File: src/rtl/hazard_ctl.sv
// hazard_ctl: MIPS 5-stage pipeline stall/flush sequencer with saturating event counters
module hazard_ctl #(
    parameter int FLUSH_CYCLES = 1,
    parameter int CNT_W = 16
) (
    input  logic             clk,
    input  logic             rst,
    input  logic             idex_memread,
    input  logic [4:0]       idex_rt,
    input  logic [4:0]       ifid_rs,
    input  logic [4:0]       ifid_rt,
    input  logic             ifid_uses_rt,
    input  logic             branch_taken,
    input  logic             mem_busy,
    output logic             pc_write,
    output logic             ifid_write,
    output logic             ifid_flush,
    output logic             idex_write,
    output logic             idex_bubble,
    output logic             exmem_write,
    output logic             exmem_flush,
    output logic [CNT_W-1:0] stall_cnt,
    output logic [CNT_W-1:0] flush_cnt,
    output logic [1:0]       state
);
    typedef enum logic [1:0] {RUN = 2'd0, MEM_WAIT = 2'd1, FLUSH = 2'd2} state_t;
    localparam logic [2:0] FC_RELOAD = 3'(FLUSH_CYCLES - 1);
    state_t state_q, state_d;
    logic [2:0] fcount_q, fcount_d;
    logic [CNT_W-1:0] stall_cnt_q, stall_cnt_d, flush_cnt_q, flush_cnt_d;
    logic stall_inc, flush_inc, load_use;
    assign load_use = idex_memread && idex_rt != 5'd0 &&
                      (idex_rt == ifid_rs || (ifid_uses_rt && idex_rt == ifid_rt));
    assign stall_cnt = stall_cnt_q;
    assign flush_cnt = flush_cnt_q;
    assign state = state_q;
    always_comb begin
        pc_write = 1'b1;
        ifid_write = 1'b1;
        ifid_flush = 1'b0;
        idex_write = 1'b1;
        idex_bubble = 1'b0;
        exmem_write = 1'b1;
        exmem_flush = 1'b0;
        state_d = state_q;
        fcount_d = fcount_q;
        stall_inc = 1'b0;
        flush_inc = 1'b0;
        case (state_q)
            RUN: begin
                if (branch_taken) begin
                    ifid_flush = 1'b1;
                    idex_bubble = 1'b1;
                    exmem_flush = 1'b1;
                    flush_inc = 1'b1;
                    state_d = (FLUSH_CYCLES > 1) ? FLUSH : RUN;
                    fcount_d = FC_RELOAD;
                end else if (mem_busy) begin
                    {pc_write, ifid_write, idex_write, exmem_write} = 4'b0000;
                    stall_inc = 1'b1;
                    state_d = MEM_WAIT;
                end else if (load_use) begin
                    {pc_write, ifid_write, idex_bubble} = 3'b001;
                    stall_inc = 1'b1;
                end
            end
            MEM_WAIT: begin
                if (mem_busy) begin
                    {pc_write, ifid_write, idex_write, exmem_write} = 4'b0000;
                    stall_inc = 1'b1;
                end else begin
                    state_d = RUN;
                    if (load_use) begin
                        {pc_write, ifid_write, idex_bubble} = 3'b001;
                        stall_inc = 1'b1;
                    end
                end
            end
            FLUSH: begin
                ifid_flush = 1'b1;
                idex_bubble = 1'b1;
                flush_inc = 1'b1;
                // A new taken branch restarts the squash window
                fcount_d = branch_taken ? FC_RELOAD : fcount_q - 3'd1;
                state_d = (!branch_taken && fcount_q <= 3'd1) ? RUN : FLUSH;
            end
            default: state_d = RUN;
        endcase
        stall_cnt_d = (stall_inc && stall_cnt_q != '1) ? stall_cnt_q + 1'b1 : stall_cnt_q;
        flush_cnt_d = (flush_inc && flush_cnt_q != '1) ? flush_cnt_q + 1'b1 : flush_cnt_q;
    end
    always_ff @(posedge clk) begin
        if (rst) begin
            state_q <= RUN;
            fcount_q <= 3'd0;
            stall_cnt_q <= '0;
            flush_cnt_q <= '0;
        end else begin
            state_q <= state_d;
            fcount_q <= fcount_d;
            stall_cnt_q <= stall_cnt_d;
            flush_cnt_q <= flush_cnt_d;
        end
    end
endmodule

File: config.mk
export PLATFORM = sky130hd
export DESIGN_NAME = hazard_ctl
export DESIGN_NICKNAME = d
export VERILOG_FILES = /design/src/rtl/hazard_ctl.sv
export SDC_FILE = /design/constraint.sdc
export NUM_CORES = 1
export LEC_CHECK = 0
export BUFFER_PORTS_ARGS = -buffer_cell sky130_fd_sc_hd__buf_2
export CAP_MARGIN = 15
export CELL_PAD_IN_SITES_DETAIL_PLACEMENT = 2
export CELL_PAD_IN_SITES_GLOBAL_PLACEMENT = 2
export CORE_ASPECT_RATIO = 1.75
export CORE_MARGIN = 3
export CORE_UTILIZATION = 29
export DETAILED_ROUTE_END_ITERATION = 6
export GPL_TIMING_DRIVEN = 0
export PLACE_DENSITY_LB_ADDON = 0.1
export SYNTH_ARGS = -nofsm -noshare
export SYNTH_HDL_FRONTEND = slang
export SYNTH_SLANG_ARGS = --single-unit
File: constraint.sdc
create_clock -name clk -period 2.4 [get_ports clk]
set_input_delay 0 -clock clk [delete_from_list [all_inputs] [get_ports clk]]
set_output_delay 0 -clock clk [all_outputs]
set_load 0.02 [all_outputs]
== Yosys cells after proc, flatten, opt, wreduce, memory -nomap -nowiden ==
Index checks and enable logic that the tools add are counted.

* Multiplexer cells: 25
* Add/sub/neg operators: 3
* Equal/unequal tests: 9
* Reduce and logical (&&, ||, !) cells: 13
* Order comparisons: 1

{| class="wikitable"
|+ Operators with widths
! operator !! number
|-
| adder 16 x 1 -> 16 bit (second input constant) || 2
|-
| inequality test 16 bit (second input constant) || 2
|-
| two-way mux 1 bit || 12
|-
| == test 5 bit || 2
|-
| two-way mux 2 bit || 4
|-
| one-hot mux 1 bit (2 select lines) || 4
|-
| logical AND 1 bit || 6
|-
| two-way mux 3 bit || 2
|-
| one-hot mux 2 bit (3 select lines) || 1
|-
| one-hot mux 3 bit (2 select lines) || 1
|-
| nonzero test 5 bit || 1
|-
| inequality test 2 bit (second input constant) || 2
|-
| AND reduction 2 bit || 2
|-
| less-or-equal comparator 3 x 1 -> 1 bit (second input constant) || 1
|-
| inequality test 3 bit (second input constant) || 1
|-
| one-hot mux 1 bit (3 select lines) || 1
|-
| subtractor 3 x 1 -> 3 bit (second input constant) || 1
|-
| == test 2 x 1 -> 1 bit (second input constant) || 1
|-
| == test 2 bit (second input constant) || 1
|-
| zero test 2 bit || 1
|-
| nonzero test 2 bit || 1
|-
| zero test 1 bit || 1
|-
| logical OR 1 bit || 1
|}

* Flip-flop bits (word level): 37
* Input bits: 21
* Output and inout port bits: 41

== Longest topological paths before layout ==
Gate-level depths: netlist of run 1.

* Word-level depth: 9
* Mapped depth: 8
* Gate-level depth less buffers: 6

== Least setup slack after synthesis of run 1 ==
No wires, ideal clock.

* Kind: reg2reg
* Start: register stall_cnt_q[0], in the netlist stall_cnt[0]
* End: register stall_cnt_q[11], in the netlist stall_cnt[11]
* Arrival time: 1858 ps
* Buffers on the path: 1
* Setup time: 121 ps
* Stages on the path, launching flop included: 8
* Path slack: 421 ps
* Cells stage by stage: dfxtp_1 ha_1 and3_1 nand4_1 o221ai_2 buf_2 nor4_1 mux2_2

* Longest elaborated chain between the ends: 2
* Elaborated cells on any way between the ends: 3
* Classes of those cells: add/sub: 1; eq/ne: 1; reduce/logical: 1

{| class="wikitable"
|+ Ends and longest elaborated chain
! item !! line !! text
|-
| start, declared || 30 || <nowiki>logic [CNT_W-1:0] stall_cnt_q, stall_cnt_d, flush_cnt_q, flush_cnt_d;</nowiki>
|-
| start signal, assigned || 101 || <nowiki>stall_cnt_q <= stall_cnt_d;</nowiki>
|-
| branches (longest 2 deep; another with adder 16 x 1 -> 16 bit) || n/a ||
|}

Several ways; the timed one is not identified.
A chain may end at the register's enable or synchronous reset.

== Final worst setup path of run 1 ==
* Start: register stall_cnt_q[1], in the netlist stall_cnt[1]
* End: register stall_cnt_q[0], in the netlist stall_cnt[0]

* Longest elaborated chain between the ends: 2

{| class="wikitable"
|+ Ends and longest elaborated chain
! item !! line !! text
|-
| inequality test 16 bit || 89 || <nowiki>stall_cnt_d = (stall_inc && stall_cnt_q != '1) ? stall_cnt_q + 1'b1 : stall_cnt_q;</nowiki>
|-
| logical AND 1 bit || 89 ||
|}

No other way between the ends.

==> results of run 1 <==
[Yosys cell counts (all sizes together) (5+ instances only)]
| cell | number | area (um^2) |
|---|---|---|
| nor2b | 5 | 31.3 |
| and3 | 7 | 43.8 |
| xnor2 | 12 | 105 |
| xor2 | 9 | 78.8 |
| nand3 | 11 | 55.1 |
| and2 | 5 | 31.3 |
| nor2 | 25 | 93.8 |
| inv | 5 | 18.8 |
| buf | 7 | 48.8 |
| dfxtp | 37 | 741 |
| nor3 | 13 | 65.1 |
| nand4 | 7 | 43.8 |
| or4 | 11 | 82.6 |
| o31ai | 9 | 67.6 |
| clkbuf | 7 | 27.5 |
| nor4 | 6 | 52.6 |
| o21ai | 5 | 25.0 |
| a21oi | 22 | 110 |
| nand2 | 15 | 56.3 |
[path summary, 6_finish.rpt]
path / to / slack (ns) / cells after the start
max: stall_cnt[0]$_SDFFE_PP0P_ / 0.12 / 8
min: stall_cnt[1]$_SDFFE_PP0P_ / 0.1 / 3
max reg2reg: stall_cnt[0]$_SDFFE_PP0P_ / 0.12 / 8
min reg2reg: fcount_q[1]$_SDFFE_PP0P_ / 0.49 / 2
[placed cells by master (no fill, tap or decap), types with 7 or more instances in the layout]
cell,Yosys,final
o31ai_1,9,9
and3_1,7,7
nor2_1,25,25
xor2_1,9,9
buf_2,3,61
or4_1,11,11
nor3_1,13,13
nand3_1,11,11
dfxtp_1,37,37
xnor2_1,12,12
nand4_1,7,7
a21oi_1,22,22
nand2_1,15,15
[flip-flops by register name (all words and copies together), names as in the netlist]
| name | count |
|---|---|
| stall_cnt | 16 |
| state | 2 |
| fcount_q | 3 |
| flush_cnt | 16 |
[area by class of cell]
class,instances,area (um^2),area share (%)
Multi-Input combinational cell,198,1280,47.6
Sequential cell,37,741,27.5
Timing Repair Buffer,61,308,11.4
Clock buffer,7,153,5.67
Tap cell,84,105,3.90
Buffer,14,82.6,3.07
Inverter,5,18.8,0.697
Clock inverter,1,5.00,0.186
[tightest hold or removal path: cells and delay by family]
kind / cells / cell delay (ns)
simple gates: 1 / 0.13
mux: 1 / 0.07
buf+inv: 1 / 0.13
[cell families (layout without fill, tap and decap cells)]
family	count (synthesis)	count (layout)	share of synthesized area, %
buf+inv	19	88	4.52
simple gates	118	118	31.0
fa+ha+maj	4	4	2.38
mux	5	5	2.55
flops	37	37	35.2
xor+xnor	21	21	8.73
compound gates	50	50	15.7
[where the power goes]
group,total (mW),switching (mW),internal [mW]
sequential,0.630,0.00924,0.621
clock,0.706,0.265,0.440
combinational,0.175,0.111,0.0640
[timing repair]
item	in CTS	in global routing
endpoints found under the setup margin	2	12
pin swaps	0	1
cloned	0	0
hold buffers	0	0
buffers inserted	0	1
resized for setup	1	5
[metal layers]
metal	part of all wire (%)	global-route usage, %	wire [um]
met5	0	0	0
met2	58	34.7	4060
met1	38	18.2	2650
met4	1.2	5.04	86
met3	2.7	2.64	189
==> impl_metrics.env, run 1 <==
export IMPL_crit_start="stall_cnt[1]$_SDFFE_PP0P_"
export IMPL_hold_slack_ns=0.100
export IMPL_synthesis_nets=279
export IMPL_cp_arrival_ns=2.49
export IMPL_worstPathRequired_ns=2.61
export IMPL_grt_use_total_pct=17.5
export IMPL_core_area_um2=6960
export IMPL_synth_top_flop_cell="dfxtp_1"
export IMPL_path_cells="ha_1 > and3_1 > nand4_1 > o221ai_4 > buf_4 > clkbuf_4 > o21ai_0 > a21oi_1"
export IMPL_status="finished clean"
export IMPL_clkTransAtPathRegs_ns=0.06
export IMPL_postLayoutCoreUtil_pct=38.7
export IMPL_dieArea_um2=8360
export IMPL_fill_cells=807
export IMPL_grt_ovfl_total=0
export IMPL_synth_seq_cells=37
export IMPL_routed_wl_um=6980
export IMPL_die_height_um=119
export IMPL_hold_violations=0
export IMPL_leakage_nw=1.06
export IMPL_grt_max_degree=12
export IMPL_synth_seq_area_share_pct=35.2
export IMPL_nets=347
export IMPL_antenna_found_initial=0
export IMPL_num_vias=2223
export IMPL_hold_path_startpoint="rst"
export IMPL_drt_initial_drc_count=75
export IMPL_peakVddDrop_mv=0.240
export IMPL_placed_cells=398
export IMPL_tightest_slew_ns=0.678
export IMPL_wl_per_cell_um=17.1
export IMPL_ant_nets=0
export IMPL_final_cells=407
export IMPL_place_ws_ns=-0.00743
export IMPL_slowest_delay_ns=0.40
export IMPL_synthArstFlopShare_pct=0
export IMPL_crit_fanout=10
export IMPL_gp_congestion=0.719
export IMPL_cts_sinks=37
export IMPL_drc=0
export IMPL_clockRootBuffer="clkbuf_16"
export IMPL_synthCells=254
export IMPL_grt_pass1_wl_um=11900
export IMPL_rsz0062_at_grt="no"
export IMPL_dp_final_hpwl_um=5350
export IMPL_vias_per_cell=5.46
export IMPL_clk_latency_ns=0.28
export IMPL_regToRegStartpoint="stall_cnt[1]$_SDFFE_PP0P_"
export IMPL_layout_drive_gt1_share_pct=26.6
export IMPL_total_power_mw=1.51
export IMPL_cp_num_buf_inv=2
export IMPL_maxCapViolCount=0
export IMPL_critPathLaunchType="register"
export IMPL_synthDistinctLibCells=43
export IMPL_avgSynthCellArea_um2=8.29
export IMPL_initial_core_util_pct=30.3
export IMPL_antenna_diode_count=0
export IMPL_cpLargestDelayFamily="compound AO/OA/AOI/OAI gates"
export IMPL_fin_skew_ns=0.00384
export IMPL_yosysWarnings=0
export IMPL_slew_violations=0
export IMPL_finalWorstSetupSlack_ns=0.120
export IMPL_rows=40
export IMPL_htree_levels=2
export IMPL_clock_fmax_ghz=0.439
export IMPL_post_route_cell_area_um2=2690
export IMPL_place_area_um2=2510
export IMPL_cts_tree="yes"
export IMPL_layout_worst_path_cycle_share_pct=95.0
export IMPL_synth_edf_count=0
export IMPL_critPathKind="register to register"
export IMPL_num_io_pins=62
export IMPL_slowest_stage="dfxtp_1"
export IMPL_cts_buffers_inserted=5
export IMPL_fp_dieW_um=70.4
export IMPL_grt_pass1_vias=2468
export IMPL_maxSlewHeadroom_pct=54.7
export IMPL_finalSetupViolations=0
export IMPL_p_per_area_nw_per_um2=561
export IMPL_area_growth_pct=27.9
export IMPL_clockBufferDepth=2
export IMPL_syn_area_um2=2110
export IMPL_drt_pass1_iterations=2
export IMPL_endpoint_kind="register"
export IMPL_period_minus_slack_ns=2.28
export IMPL_hold_path_class="primary input to register"
export IMPL_tns_ns=0
export IMPL_port_buffers=60
No activity file was read; power rests on OpenSTA's default activity.
==> inputs of run 2 (changes only) <==
- RECOVER_POWER: unset -> 50
- SKIP_CTS_REPAIR_TIMING: unset -> 1
==> run 2 against run 1 <==
Compared with the run above: register-to-register slack about the same; utilization down 0.63 points; worst setup slack better by 0.013 ns; sequential share of layout area up 0.45 points; design area down 1.6%; non-clock buffer count unchanged; maximum frequency up 0.59%; total power down 0.26%; highest routed layer unchanged.
==> impl_metrics.env, run 2 (same netlist as run 1, synthesis figures left out) <==
export IMPL_maxCapViolCount=0
export IMPL_slew_violations=0
export IMPL_cts_tree="yes"
export IMPL_hold_path_class="primary input to register"
export IMPL_clockBufferDepth=2
export IMPL_die_height_um=119
export IMPL_postLayoutCoreUtil_pct=38.1
export IMPL_tns_ns=0
export IMPL_cpLargestDelayFamily="compound AO/OA/AOI/OAI gates"
export IMPL_nets=347
export IMPL_port_buffers=60
export IMPL_fill_cells=828
export IMPL_initial_core_util_pct=30.3
export IMPL_cp_arrival_ns=2.47
export IMPL_core_area_um2=6960
export IMPL_dp_final_hpwl_um=5350
export IMPL_routed_wl_um=6980
export IMPL_drc=0
export IMPL_status="finished clean"
export IMPL_num_io_pins=62
export IMPL_path_cells="ha_1 > and3_1 > nand4_1 > o221ai_4 > buf_4 > clkbuf_4 > o21ai_0 > a21oi_1"
export IMPL_area_growth_pct=25.8
export IMPL_fin_skew_ns=0.00519
export IMPL_grt_pass1_wl_um=11900
export IMPL_antenna_diode_count=0
export IMPL_clkTransAtPathRegs_ns=0.06
export IMPL_gp_congestion=0.719
export IMPL_critPathLaunchType="register"
export IMPL_total_power_mw=1.51
export IMPL_vias_per_cell=5.44
export IMPL_period_minus_slack_ns=2.27
export IMPL_critPathKind="register to register"
export IMPL_clock_fmax_ghz=0.441
export IMPL_final_cells=407
export IMPL_layout_drive_gt1_share_pct=15.8
export IMPL_crit_fanout=10
export IMPL_place_ws_ns=-0.00743
export IMPL_worstPathRequired_ns=2.61
export IMPL_dieArea_um2=8360
export IMPL_cts_buffers_inserted=5
export IMPL_ant_nets=0
export IMPL_slowest_delay_ns=0.41
export IMPL_grt_max_degree=12
export IMPL_placed_cells=398
export IMPL_leakage_nw=0.912
export IMPL_hold_violations=0
export IMPL_regArea_um2=741
export IMPL_layout_worst_path_cycle_share_pct=94.4
export IMPL_maxSlewHeadroom_pct=55.0
export IMPL_rows=40
export IMPL_grt_ovfl_total=0
export IMPL_clockRootBuffer="clkbuf_16"
export IMPL_cp_num_buf_inv=2
export IMPL_finalWorstSetupSlack_ns=0.134
export IMPL_endpoint_kind="register"
export IMPL_peakVddDrop_mv=0.240
export IMPL_finalSetupViolations=0
export IMPL_wl_per_cell_um=17.1
export IMPL_grt_use_total_pct=17.6
export IMPL_layout_commonest_cell="clkbuf_1"
export IMPL_clk_latency_ns=0.28
export IMPL_cts_sinks=37
export IMPL_drt_initial_drc_count=58
export IMPL_drt_pass1_iterations=2
export IMPL_htree_levels=2
export IMPL_layout_common_cells="40 x clkbuf_1, 37 x dfxtp_1, 26 x buf_2, 25 x nor2_1, 22 x a21oi_1"
export IMPL_fp_dieW_um=70.4
export IMPL_tightest_slew_ns=0.674
export IMPL_num_vias=2216
export IMPL_p_per_area_nw_per_um2=569
export IMPL_antenna_found_initial=0
export IMPL_slowest_stage="dfxtp_1"
export IMPL_grt_pass1_vias=2468
export IMPL_multi_input_area_um2=1280
run 2: cell types whose count changed in the layout (fill, tap and decap cells not counted):
cell      delta
buf_2       -35
clkbuf_1    +35
run 2: stage by stage:
stage / cell area (um^2) / hold slack, ns
after floorplan: 2110 / 0.150
after global placement: 2510 / 0.369
after detailed placement: 2510 / 0.412
after CTS: 2670 / 0.110
after global routing: 2650 / 0.149
final: 2650 / 0.0945
run 2: per-layer routing:
layer	track usage, %	up-vias	part of all wire, %
li1	-	1067	-
met1	18.3	1111	38
met2	34.7	32	58
met3	2.64	6	2.9
met4	5.04	0	1.2
met5	0	-	0
run 2: final timing paths:
| check | from | slack, ns | to | cells after the start |
|---|---|---|---|---|
| setup reg to reg | stall_cnt[0]$_SDFFE_PP0P_ | 0.13 | stall_cnt[0]$_SDFFE_PP0P_ | 8 |
| setup / recovery | stall_cnt[0]$_SDFFE_PP0P_ | 0.13 | stall_cnt[0]$_SDFFE_PP0P_ | 8 |
| hold reg to reg | fcount_q[1]$_SDFFE_PP0P_ | 0.49 | fcount_q[1]$_SDFFE_PP0P_ | 2 |
| hold / removal | rst | 0.09 | stall_cnt[1]$_SDFFE_PP0P_ | 3 |
run 2: power by group:
| group | internal, mW | switching [mW] | total (mW) |
|---|---|---|---|
| combinational | 0.0618 | 0.111 | 0.173 |
| clock | 0.440 | 0.264 | 0.704 |
| sequential | 0.621 | 0.00945 | 0.630 |
| total | 1.12 | 0.384 | 1.51 |
run 2: layout make-up:
cell class	instances	share of cell area (%)
Sequential cell	37	28.0
Buffer	14	3.12
Inverter	5	0.708
Tap cell	84	3.97
Clock inverter	1	0.189
Multi-Input combinational cell	198	48.3
Clock buffer	7	5.76
Timing Repair Buffer	61	9.96
run 2: tightest hold or removal path, delay by kind of cell:
kind                   cells  cell delay (ns)
buffers and inverters      1             0.13
muxes                      1             0.07
and+or+nand+nor            1             0.13
==> inputs of run 3 (changes only) <==
- CORE_UTILIZATION: 29 -> 31
- MAX_ROUTING_LAYER: unset -> met4
- clock period: 2.4 -> 2.8 ns (I/O delays scaled with it)
==> run 3 against run 2 <==
Compared with the run above: maximum frequency is 4.9% lower; final cell count decreased by 0.74%; design area fell by 1.7%; routed wire length fell by 1.6%; via count is 0.23% higher; largest power group unchanged; non-clock buffer count is 1 lower; total power fell by 18%; register-to-register slack gained 0.28 ns; die area down 6.0%.
==> impl_metrics.env, run 3 (same netlist as run 1, synthesis figures left out) <==
export IMPL_wl_per_cell_um=17.0
export IMPL_cts_tree="yes"
export IMPL_grt_pass1_wl_um=11300
export IMPL_p_seq_share_pct=43.9
export IMPL_num_io_pins=62
export IMPL_dieArea_um2=7860
export IMPL_grt_use_total_pct=19.4
export IMPL_cts_buffers_inserted=5
export IMPL_drc=0
export IMPL_tns_ns=0
export IMPL_area_growth_pct=23.6
export IMPL_drt_pass1_iterations=4
export IMPL_fin_skew_ns=0.00776
export IMPL_crit_fanout=10
export IMPL_dp_final_hpwl_um=5410
export IMPL_layout_worst_path_cycle_share_pct=85.1
export IMPL_tightest_slew_ns=0.691
export IMPL_cts_sinks=37
export IMPL_maxCapViolCount=0
export IMPL_maxSlewHeadroom_pct=53.9
export IMPL_num_vias=2221
export IMPL_layout_drive_gt1_share_pct=14.3
export IMPL_antenna_found_initial=0
export IMPL_worstPathRequired_ns=2.97
export IMPL_htree_levels=2
export IMPL_p_int_mw=0.912
export IMPL_gp_congestion=0.798
export IMPL_drt_initial_drc_count=43
export IMPL_p_sw_share_pct=25.9
export IMPL_clockBufferDepth=2
export IMPL_layout_common_cells="44 x clkbuf_1, 37 x dfxtp_1, 27 x buf_2, 25 x nor2_1, 22 x a21oi_1"
export IMPL_rsz0062_at_grt="no"
export IMPL_pwr_share_comb_pct=11.5
export IMPL_period_minus_slack_ns=2.38
export IMPL_nets=346
export IMPL_grt_max_degree=12
export IMPL_clockRootBuffer="clkbuf_16"
export IMPL_clock_fmax_ghz=0.420
export IMPL_initial_core_util_pct=32.2
export IMPL_grt_ovfl_total=0
export IMPL_status="finished clean"
export IMPL_port_buffers=60
export IMPL_die_height_um=115
export IMPL_p_per_area_nw_per_um2=473
export IMPL_regArea_um2=741
export IMPL_core_area_um2=6540
export IMPL_endpoint_kind="register"
export IMPL_leakage_nw=0.883
export IMPL_finalSetupViolations=0
export IMPL_place_ws_ns=0.360
export IMPL_routed_wl_um=6870
export IMPL_layout_commonest_cell="clkbuf_1"
export IMPL_hold_path_class="primary input to register"
export IMPL_p_clk_share_pct=44.6
export IMPL_peakVddDrop_mv=0.359
export IMPL_vias_per_cell=5.50
export IMPL_critPathLaunchType="register"
export IMPL_hold_violations=0
export IMPL_p_switching_mw=0.319
export IMPL_fp_dieW_um=68.3
export IMPL_antenna_diode_count=0
export IMPL_cp_arrival_ns=2.55
export IMPL_grt_pass1_vias=2349
export IMPL_clk_latency_ns=0.28
export IMPL_multi_input_area_um2=1270
export IMPL_fill_cells=822
export IMPL_critPathKind="register to register"
export IMPL_slew_violations=0
export IMPL_finalWorstSetupSlack_ns=0.417
export IMPL_rows=39
export IMPL_total_power_mw=1.23
export IMPL_ant_nets=0
export IMPL_clkTransAtPathRegs_ns=0.06
-- run 3: cell count changes in the layout (fill, tap and decap cells not counted), sizes merged --
cell / before / now
clkinvlp: 0 / 1
clkinv: 1 / 0
buf: 32 / 31
-- run 3: metal layers --
metal	GRT usage (%)	vias up	wire length (um)
li1	-	1062	-
met1	19.7	1111	2520
met2	36.4	40	4020
met3	3.13	8	206
met4	5.98	0	119
met5	-	-	0
-- run 3: area by class of cell --
class / instances / share of cell area, %
repair buffers: 60 / 9.80
well taps: 82 / 3.94
flip-flops and latches: 37 / 28.4
clock buffers: 7 / 5.09
multi-input cells: 198 / 48.8
plain buffers: 14 / 2.93
clock inverters: 1 / 0.288
inverters: 5 / 0.721
-- run 3: per-stage QoR --
step                utilization, %  area (um^2)  instances  hold slack (ns)
floorplan                        -         2110        254            0.150
global placement              38.4         2510        396            0.363
detailed placement            38.4         2510        396            0.387
CTS                           40.5         2650        404           0.0778
global route                  39.8         2600        404            0.124
finish                        39.8         2600        404           0.0695
-- run 3: worst max-delay path, stage by stage, from the launching register on --
cell and delay, ns:
dfxtp_1 0.42, ha_1 0.23, and3_1 0.25, nand4_1 0.19, o221ai_2 0.40, buf_2 0.30
buf_2 0.27, nor2_1 0.09, mux2i_1 0.12
-- run 3: final timing paths --
kind,startpoint,endpoint,slack (ns),depth (start not counted)
max reg2reg,stall_cnt[1]$_SDFFE_PP0P_,stall_cnt[1]$_SDFFE_PP0P_,0.42,8
max,stall_cnt[1]$_SDFFE_PP0P_,stall_cnt[1]$_SDFFE_PP0P_,0.42,8
min reg2reg,fcount_q[1]$_SDFFE_PP0P_,fcount_q[1]$_SDFFE_PP0P_,0.50,2
min,rst,stall_cnt[1]$_SDFFE_PP0P_,0.07,3
-- run 3: power by group through the flow --
stage               clock network [mW]  registers, mW  logic (mW)
floorplan                            0          0.557      0.0819
global placement                     0          0.552       0.143
detailed placement                   0          0.552       0.147
CTS                              0.566          0.540       0.147
global route                     0.596          0.542       0.157
finish                           0.550          0.540       0.141
